<file path="src/rtl/rep_tx.sv">
// Repetition-code transmitter: serialises a word LSB first and repeats each bit
// REP times so a majority-vote receiver can recover it.
module rep_tx #(
  parameter int DATA_W = 8,
  parameter int REP    = 32
) (
  input  logic              clk,
  input  logic              rst_n,
  input  logic [DATA_W-1:0] in_data,
  input  logic              in_valid,
  output logic              in_ready,
  output logic              tx_bit,
  output logic              tx_valid,
  input  logic              tx_ready,
  output logic              tx_first,
  output logic              tx_last
);

  localparam int CW = (REP > 1) ? $clog2(REP) : 1;
  localparam int BW = (DATA_W > 1) ? $clog2(DATA_W) : 1;
  localparam logic [CW-1:0] CHIP_LAST = CW'(REP - 1);
  localparam logic [BW-1:0] BIT_LAST  = BW'(DATA_W - 1);

  typedef enum logic {
    IDLE = 1'b0,
    SEND = 1'b1
  } state_t;

  state_t            state_q, state_d;
  logic [DATA_W-1:0] data_q, data_d;
  logic [CW-1:0]     chip_q, chip_d;
  logic [BW-1:0]     bit_q, bit_d;

  logic accept;
  logic advance;
  logic chip_end;
  logic word_end;

  // Handshakes: a word moves on in_valid && in_ready; a chip moves on
  // tx_valid && tx_ready. Both are evaluated at the rising edge only.
  always_comb begin
    accept   = (state_q == IDLE) && in_valid;
    advance  = (state_q == SEND) && tx_ready;
    chip_end = (chip_q == CHIP_LAST);
    word_end = chip_end && (bit_q == BIT_LAST);

    state_d = state_q;
    data_d  = data_q;
    chip_d  = chip_q;
    bit_d   = bit_q;

    if (accept) begin
      state_d = SEND;
      data_d  = in_data;
      chip_d  = '0;
      bit_d   = '0;
    end else if (advance) begin
      if (word_end) begin
        state_d = IDLE;
        chip_d  = '0;
        bit_d   = '0;
      end else if (chip_end) begin
        chip_d = '0;
        bit_d  = bit_q + 1'b1;
      end else begin
        chip_d = chip_q + 1'b1;
      end
    end
  end

  always_ff @(posedge clk or negedge rst_n) begin
    if (!rst_n) begin
      state_q <= IDLE;
      data_q  <= '0;
      chip_q  <= '0;
      bit_q   <= '0;
    end else begin
      state_q <= state_d;
      data_q  <= data_d;
      chip_q  <= chip_d;
      bit_q   <= bit_d;
    end
  end

  // Outputs decode registered state only, so stalls freeze them for free.
  assign in_ready = (state_q == IDLE);
  assign tx_valid = (state_q == SEND);
  assign tx_bit   = tx_valid && data_q[bit_q];
  assign tx_first = tx_valid && (chip_q == '0);
  assign tx_last  = tx_valid && word_end;

endmodule
</file>
<file path="config.mk">
export PLATFORM = sky130hd
export DESIGN_NAME = rep_tx
export DESIGN_NICKNAME = d
export VERILOG_FILES = /design/src/rtl/rep_tx.sv
export SDC_FILE = /design/constraint.sdc
export NUM_CORES = 1
export LEC_CHECK = 0
export BUFFER_PORTS_ARGS = -buffer_cell sky130_fd_sc_hd__buf_2
export CAP_MARGIN = 20
export CORE_AREA = 2 2 58 60
export CTS_CLUSTER_DIAMETER = 50
export CTS_CLUSTER_SIZE = 12
export DETAILED_ROUTE_END_ITERATION = 6
export DIE_AREA = 0 0 60 62
export PLACE_DENSITY_LB_ADDON = 0.2
export SYNTH_ARGS = -nofsm -noshare
export SYNTH_HDL_FRONTEND = slang
export SYNTH_SLANG_ARGS = --single-unit
</file>
<file path="constraint.sdc">
create_clock -name clk -period 2.5 [get_ports clk]
set_input_delay 0.25 -clock clk [delete_from_list [all_inputs] [get_ports clk]]
set_output_delay 0.25 -clock clk [all_outputs]
set_load 0.03 [all_outputs]
</file>
# Yosys cells after proc, flatten, opt, wreduce, memory -nomap -nowiden
# Index checks and enable logic that the tools add are counted.
[word_totals]
input_bits = 12
latch_bits = 0
ramBits = 0
mem_bits_ro = 0
reg_bits = 17
output_inout_bits = 5
mem_count = 0
word_cells = 35
[classes]
magnitude_cmp = 1
n_div = 0
add_sub_neg = 2
eq_ne = 2
n_bitwise = 1
n_reduce_logical = 12
n_mux = 13
n_mul = 0
shifts = 0
[op_table]
columns = ["operator", "count"]
rows = [
  ["$mux 5", 4],
  ["$mux 3", 4],
  ["$logic_and 1x1->1", 6],
  ["$add 5x1->5 const B", 1],
  ["$eq 5x5->1 const B", 1],
  ["$logic_not 5->1", 1],
  ["$lt 3x4->1 const B", 1],
  ["$mux 1", 4],
  ["$reduce_and 2->1", 2],
  ["$reduce_bool 2->1", 2],
  ["$add 3x1->3 const B", 1],
  ["$bmux 1 s3", 1],
  ["$eq 3x3->1 const B", 1],
  ["$reduce_bool 3->1", 1],
  ["$not 1->1", 1],
]

# Logic depth before layout (Yosys ltp)
# Gate-level depths: netlist of the first run.
[logic_depth]
ltp_word = 5
ltp_mapped = 6
mapped_depth_nobuf = 6

# Worst setup path after synthesis of the first run
# No wires, ideal clock.
[synth_path]
path_type = "reg-to-output"
from = "register state_q, in the netlist tx_valid"
to = "output tx_first"
setup_slack_ns = 0.372
t_required_ns = 2.250
n_path_buf = 1
arrival_ns = 1.878
stages_incl_launch_ff = 4
cell_sequence = "dfrtp_1 buf_4 inv_1 nor4_1"
[synth_between]
elab_chain_len = 1
[synth_rtl]
columns = ["element", "line", "source"]
rows = [
  ["start, declared", "29", "state_t state_q, state_d;"],
  ["start signal, assigned", "78", "state_q <= state_d;"],
  ["$logic_and 1x1->1", "89", "assign tx_first = tx_valid && (chip_q == '0);"],
  ["end, declared", "15", "output logic tx_first,"],
]
# No other way between the ends.

# Worst setup path in the final report of the first run
[layout_path]
from = "register chip_q[0]"
to = "output tx_last"
[layout_between]
elab_chain_len = 3
[layout_rtl]
columns = ["element", "line", "source"]
rows = [
  ["start, declared", "31", "logic [CW-1:0] chip_q, chip_d;"],
  ["start signal, assigned", "80", "chip_q <= chip_d;"],
  ["$eq 5x5->1", "44", "chip_end = (chip_q == CHIP_LAST);"],
  ["$logic_and 1x1->1", "45", "word_end = chip_end && (bit_q == BIT_LAST);"],
  ["$logic_and 1x1->1", "90", "assign tx_last = tx_valid && word_end;"],
  ["end, declared", "16", "output logic tx_last"],
]
# No other way between the ends.

==> results.md, run 1 <==
- CP max-delay cell: dfrtp_1
- Pwr dens: 665 nW/um^2
- DRT Pass-1 Iters: 4
- CP max stage delay: 420 ps
- Vias in the first global route: 628
- Crit path launch type: flop
- CTS Root Cell: clkbuf_4
- Via density: 4.51
- Tmin final: 1980 ps
- Min-Delay Endpoint: data_q[6]
- Synth top area share: 47.7%
- Setup violators final: 0
- Register area: 425 um^2
- Max Transition Viols Final: 0
- Final wirelength: 1630 um
- Worst path required time: 2250 ps
- Fin. Hold Viols: 0
- Slew margin rel.: 70.3%
- Setup WS post-layout: 521 ps
- First-pass GRT wire length: 2820 um
- Share of post-route cells with drive strength above 1: 34.4%
- CP Capture Type: output port
- Flop2flop setup slack: 790 ps
- Static Leakage: 0.512 nW
- Clk_skew: 1.95 ps
- Count of flip-flops with a built-in enable after synthesis: 0
- Pre-CTS WS: 819 ps
- Top cells by area, synth: dfrtp_1 (48%), mux2_2 (11%), ha_1 (7.0%), mux2i_1 (4.5%), o21ai_0 (2.8%)
- Filler cells: 333
- End of the worst register-to-register path: bit_q[2]
- Worst Tran Pin Value: 445 ps
- Worst-path clk slew: 100 ps
- Synth cell types: 26
- Avg Cell Area, Syn: 11.6 um^2
- Vias: 641
- Hold wc startpoint: in_data[6]
- Sequential area share after synthesis: 47.7%
- Ys flop type: dfrtp_1
- CTS tree: built
- Crit path buffers/inverters: 1
- FF-to-FF path depth: 6
- Outcome: finished clean
- Maximum fanout along the worst path: 5
- Worst Hold Class: in2reg
- Crit path cell chain: ha_1 -> and3_1 -> ha_1 -> and3_1 -> buf_2
- Die Y: 62 um
- Max Cap Viol: 0
- Final instance area: 1050 um^2
- Die span in x: 60 um
- Resized cells post-CTS: 0
- Gr usage total: 10.8%
- Number of diodes: 0
- Post-synthesis register bit count: 17
- Crit Path Category: reg2out
- Largest net degree at the start of global routing: 18
- CTS H-Tree Depth: 1
- Top cell family by delay on the critical path: adder cells
- Clock buffer count from CTS: 3
- RSZ-0062 raised after global routing: no
- Setup TNS: 0 ps
- Net Count, Synth: 94
- Maximum vdd drop: 0.205 mV
- Routability cong.: 0.758
- Worst EP arrival: 1730 ps
- Post-synth top area cell: dfrtp_1
- Max Freq: 505 MHz
- I/O Pins: 17
- Initial antenna violation count: 0
- Initial core utilization: 28.1%
- Site Rows: 21
- Clock latency on the worst-skew pair: 300 ps
- Count of input and output buffers: 16
- Final Cycle Share: 79.2%
- Layout area overhead: 18.2%
- Initial DRC count: 9
- Clk sinks: 17
- Maximum clock insertion buffer count: 2
- Core ar.: 3180 um^2
- Synth Instances: 77
- Reg2reg start: chip_q[0]
- DP Wirelength: 1230 um
- Yosys warns: 0
- DR DRC count: 0
- Multi-input gate area: 439 um^2
- Post-synthesis cell area: 892 um^2
- Ys async rst share: 100%
- Routed len/inst: 11.5 um
- Post-route ant nets: 0
- Die Area: 3720 um^2
- Placed Area: 1020 um^2
- GRT Residual Overflow: 0
- Hold path depth: 2
- Final nets: 114
-- worst max path at each step --
stage	start	endpoint	slack (ps)	cells after the start
final	chip_q[0]	tx_last	520	5
after global routing	chip_q[0]	tx_last	410	5
after CTS	chip_q[0]	tx_last	510	5
after detailed placement	chip_q[0]	bit_q[2]	820	6
after global placement	chip_q[0]	bit_q[2]	850	6
after floorplan	tx_valid	tx_first	370	3
-- per-layer routing --
layer,GRT usage [%],up-vias,wire length [um]
li1,-,322,-
met1,12.7,299,769
met2,16.3,12,739
met3,2.69,8,42
met4,9.52,0,78
met5,0,-,0
-- cell usage after synthesis (2+ instances only) --
cell type	instances
ha_1	5
nor2_1	3
o21ai_0	5
and3_1	3
a21oi_1	2
inv_1	4
nand2_1	6
mux2i_1	4
mux2_2	9
a32o_1	2
nor2b_1	3
dfrtp_1	17
-- cell usage in the layout, fill, tap and decap left out, types with 2 or more instances in the layout --
cell type	netlist	final
a21oi_1	2	2
and3_1	3	3
nor2_1	3	3
ha_1	5	5
buf_2	1	16
nor2b_1	3	3
mux2_2	9	9
o21ai_0	5	5
mux2i_1	4	4
clkbuf_4	0	3
nand2_1	6	6
dfrtp_1	17	17
inv_1	4	4
a32o_1	2	2
-- flip-flops by register name, summed over array words and instances, names as in the netlist --
signal and flops:
data_q 8, chip_q 5, bit_q 3, tx_valid 1
-- power breakdown --
part | total (mW) | switching [mW] | internal [mW]
sequential | 0.376 | 0.0511 | 0.325
clock | 0.154 | 0.0942 | 0.0597
combinational | 0.171 | 0.0842 | 0.0873
-- cell families after synthesis --
logic type / after synthesis / synth area share, %
AO/OA/AOI/OAI: 14 / 10.8
adder cells (fa/ha/maj): 5 / 7.01
buffers and inverters: 6 / 3.08
flip-flops: 17 / 47.7
multiplexers: 14 / 18.4
AND/OR/NAND/NOR: 21 / 13.0
-- per-stage QoR --
step / instances / hold slack (ps) / util (%) / power [mW]
floorplan: 77 / -45.6 / - / 0.495
global placement: 137 / 192 / 32.0 / 0.552
detailed placement: 137 / 197 / 32.0 / 0.555
CTS: 142 / 169 / 33.2 / 0.712
global route: 142 / 159 / 33.2 / 0.760
finish: 142 / 173 / 33.2 / 0.702
-- layout make-up --
class / instances / area share (%)
Tap cell: 46 / 5.46
Multi-Input combinational cell: 54 / 41.6
Clock inverter: 1 / 0.474
Timing Repair Buffer: 17 / 8.54
Clock buffer: 3 / 2.14
Inverter: 4 / 1.42
Sequential cell: 17 / 40.3
-- repair_timing --
item,CTS,global route
setup buffers,0,0
hold buffers,1,0
hold endpoints to repair,17,0
Note: power is estimated with default switching activity, not from simulation.
==> run 2, diff against run 1 <==
==> constraint.sdc (replaced) <==
create_clock -name clk -period 1.63 [get_ports clk]
set_input_delay 0.163 -clock clk [delete_from_list [all_inputs] [get_ports clk]]
set_output_delay 0.163 -clock clk [all_outputs]
set_load 0.03 [all_outputs]
==> run 2 against run 1 <==
The flow now finishes with violations (negative setup slack). Global-route usage grew 0.59 points. First-iteration DRC count grew 56%. Die area is the same. Clock-buffer cell count is the same. Critical path depth shrank 1. Register-to-register slack lost 710 ps. Clock skew shrank 1.2 ps. Sequential share of layout area shrank 4.1 points. Cell count grew 6.3%. Critical path type unchanged. Largest power group unchanged.
==> results.md, run 2 (synthesized netlist as in run 1, its figures left out) <==
- Clock group share of total power: 19.7%
- Top cell family by delay on the critical path: multiplexers
- Violated checks: negative setup slack
- GRT Residual Overflow: 0
- Core ar.: 3180 um^2
- End of the worst register-to-register path: chip_q[3]
- Max Transition Viols Final: 0
- DRT Pass-1 Iters: 4
- Clock buffer count from CTS: 3
- Setup WS post-layout: -88.8 ps
- Fin. Hold Viols: 0
- Count of input and output buffers: 16
- Max Cap Viol: 0
- Slew margin rel.: 73.3%
- Setup violators final: 2
- Static Leakage: 0.552 nW
- Outcome: complete, but fails checks
- Routability cong.: 0.815
- Layout area overhead: 32.0%
- Share of post-route cells with drive strength above 1: 48.6%
- Pre-CTS WS: 16.9 ps
- Clock latency on the worst-skew pair: 290 ps
- Final Cycle Share: 105%
- Vias in the first global route: 677
- Max Freq: 582 MHz
- Crit path launch type: flop
- Commonest non-fill, non-tap cell in the layout: dfrtp_1
- DR DRC count: 0
- Largest registers: data_q: 8 flops, chip_q: 5 flops, bit_q: 3 flops
- Crit path buffers/inverters: 1
- Worst path required time: 1470 ps
- CTS tree: built
- Final instance area: 1180 um^2
- Register area: 427 um^2
- Worst-path clk slew: 100 ps
- Switching share of power: 32.6%
- Vias: 685
- Placed Area: 1090 um^2
- Reg2reg start: chip_q[0]
- Hold path depth: 2
- Seq pwr share: 47.3%
- Worst Tran Pin Value: 400 ps
- Hold wc startpoint: in_data[2]
- Final nets: 123
- Register with the most flip-flops: data_q
- First-pass GRT wire length: 3020 um
- Initial core utilization: 28.1%
- Via density: 4.54
- Min-Delay Endpoint: data_q[2]
- Worst Hold Class: in2reg
- Pwr dens: 1000 nW/um^2
- Number of diodes: 0
- Initial antenna violation count: 0
- CP Capture Type: output port
- RSZ-0062 raised after global routing: yes
- Tmin final: 1720 ps
- CTS H-Tree Depth: 1
- P_sw: 0.385 mW
- Comb power frac: 33.0%
- Maximum clock insertion buffer count: 2
- CTS Root Cell: clkbuf_4
- Maximum vdd drop: 0.420 mV
- Max FFs per register: 8
- Gr usage total: 11.4%
- Initial DRC count: 14
- I/O Pins: 17
- Most frequent cells in the layout: dfrtp_1 (16), buf_2 (13), buf_4 (11), mux2_2 (9), nand2_1 (6)
- Maximum fanout along the worst path: 4
- Final wirelength: 1820 um
- Die span in x: 60 um
- Filler cells: 333
- Clk sinks: 17
- CP max stage delay: 510 ps
- Worst EP arrival: 1560 ps
- FF-to-FF path depth: 6
- Final Total Pwr: 1.18 mW
- Power Internal: 0.796 mW
- Crit Path Category: reg2out
- Clk_skew: 0.766 ps
- Post-route ant nets: 0
- Flop2flop setup slack: 80 ps
- Multi-input gate area: 482 um^2
- Site Rows: 21
- CP max-delay cell: mux4_2
- Routed len/inst: 12.1 um
- DP Wirelength: 1350 um
- Fin util: 37.0%
- Die Y: 62 um
- Die Area: 3720 um^2
- Largest net degree at the start of global routing: 18
- Crit path cell chain: mux4_2 -> nor2_2 -> a311oi_2 -> buf_4
[run 2: changes by cell type in the layout (fill, tap and decap cells not counted), sizes merged]
cell,delta
buf,+9
[run 2: routing by layer]
metal	GRT usage, %	wire length [um]	up-vias
met5	0	0	-
met4	6.67	40	0
met3	2.48	80	4
met2	16.6	859	13
met1	15.5	841	331
li1	-	-	337
[run 2: final cells by class]
class | count | area share [%]
Tap cell | 46 | 4.89
Multi-Input combinational cell | 54 | 40.9
Timing Repair Buffer | 26 | 14.3
Inverter | 4 | 1.28
Clock buffer | 3 | 1.91
Clock inverter | 1 | 0.425
Sequential cell | 17 | 36.2
[run 2: through the flow]
stage / TNS [ps] / instances / hold WS [ps]
after floorplan: -75.9 / 77 / -133
after global placement: 0 / 145 / 109
after detailed placement: 0 / 145 / 117
after CTS: -171 / 151 / 74.0
after global routing: -362 / 151 / 61.9
final: -127 / 151 / 90.9
[run 2: power groups by stage]
stage / combinational (mW) / clock (mW) / sequential (mW)
6_report: 0.390 / 0.233 / 0.558
3_5_place_dp: 0.369 / 0 / 0.557
5_1_grt: 0.437 / 0.275 / 0.572
2_1_floorplan: 0.210 / 0 / 0.566
4_1_cts: 0.392 / 0.253 / 0.559
3_3_place_gp: 0.363 / 0 / 0.559
[run 2: worst max path at each step]
| stage | start | endpoint | slack [ps] | depth (start not counted) |
|---|---|---|---|---|
| after global routing | bit_q[1] | tx_bit | -180 | 4 |
| after detailed placement | chip_q[0] | chip_q[2] | 20 | 6 |
| after floorplan | tx_valid | tx_first | -80 | 3 |
| final | bit_q[1] | tx_bit | -90 | 4 |
| after CTS | bit_q[1] | tx_bit | -120 | 4 |
| after global placement | chip_q[0] | chip_q[3] | 50 | 6 |
[run 2: repair_timing]
action | in CTS | in global routing
pin swaps | 2 | 2
resized for setup | 11 | 1
hold endpoints to repair | 17 | 0
setup endpoints to repair | 5 | 4
setup buffers | 1 | 0
hold buffers | 1 | 0
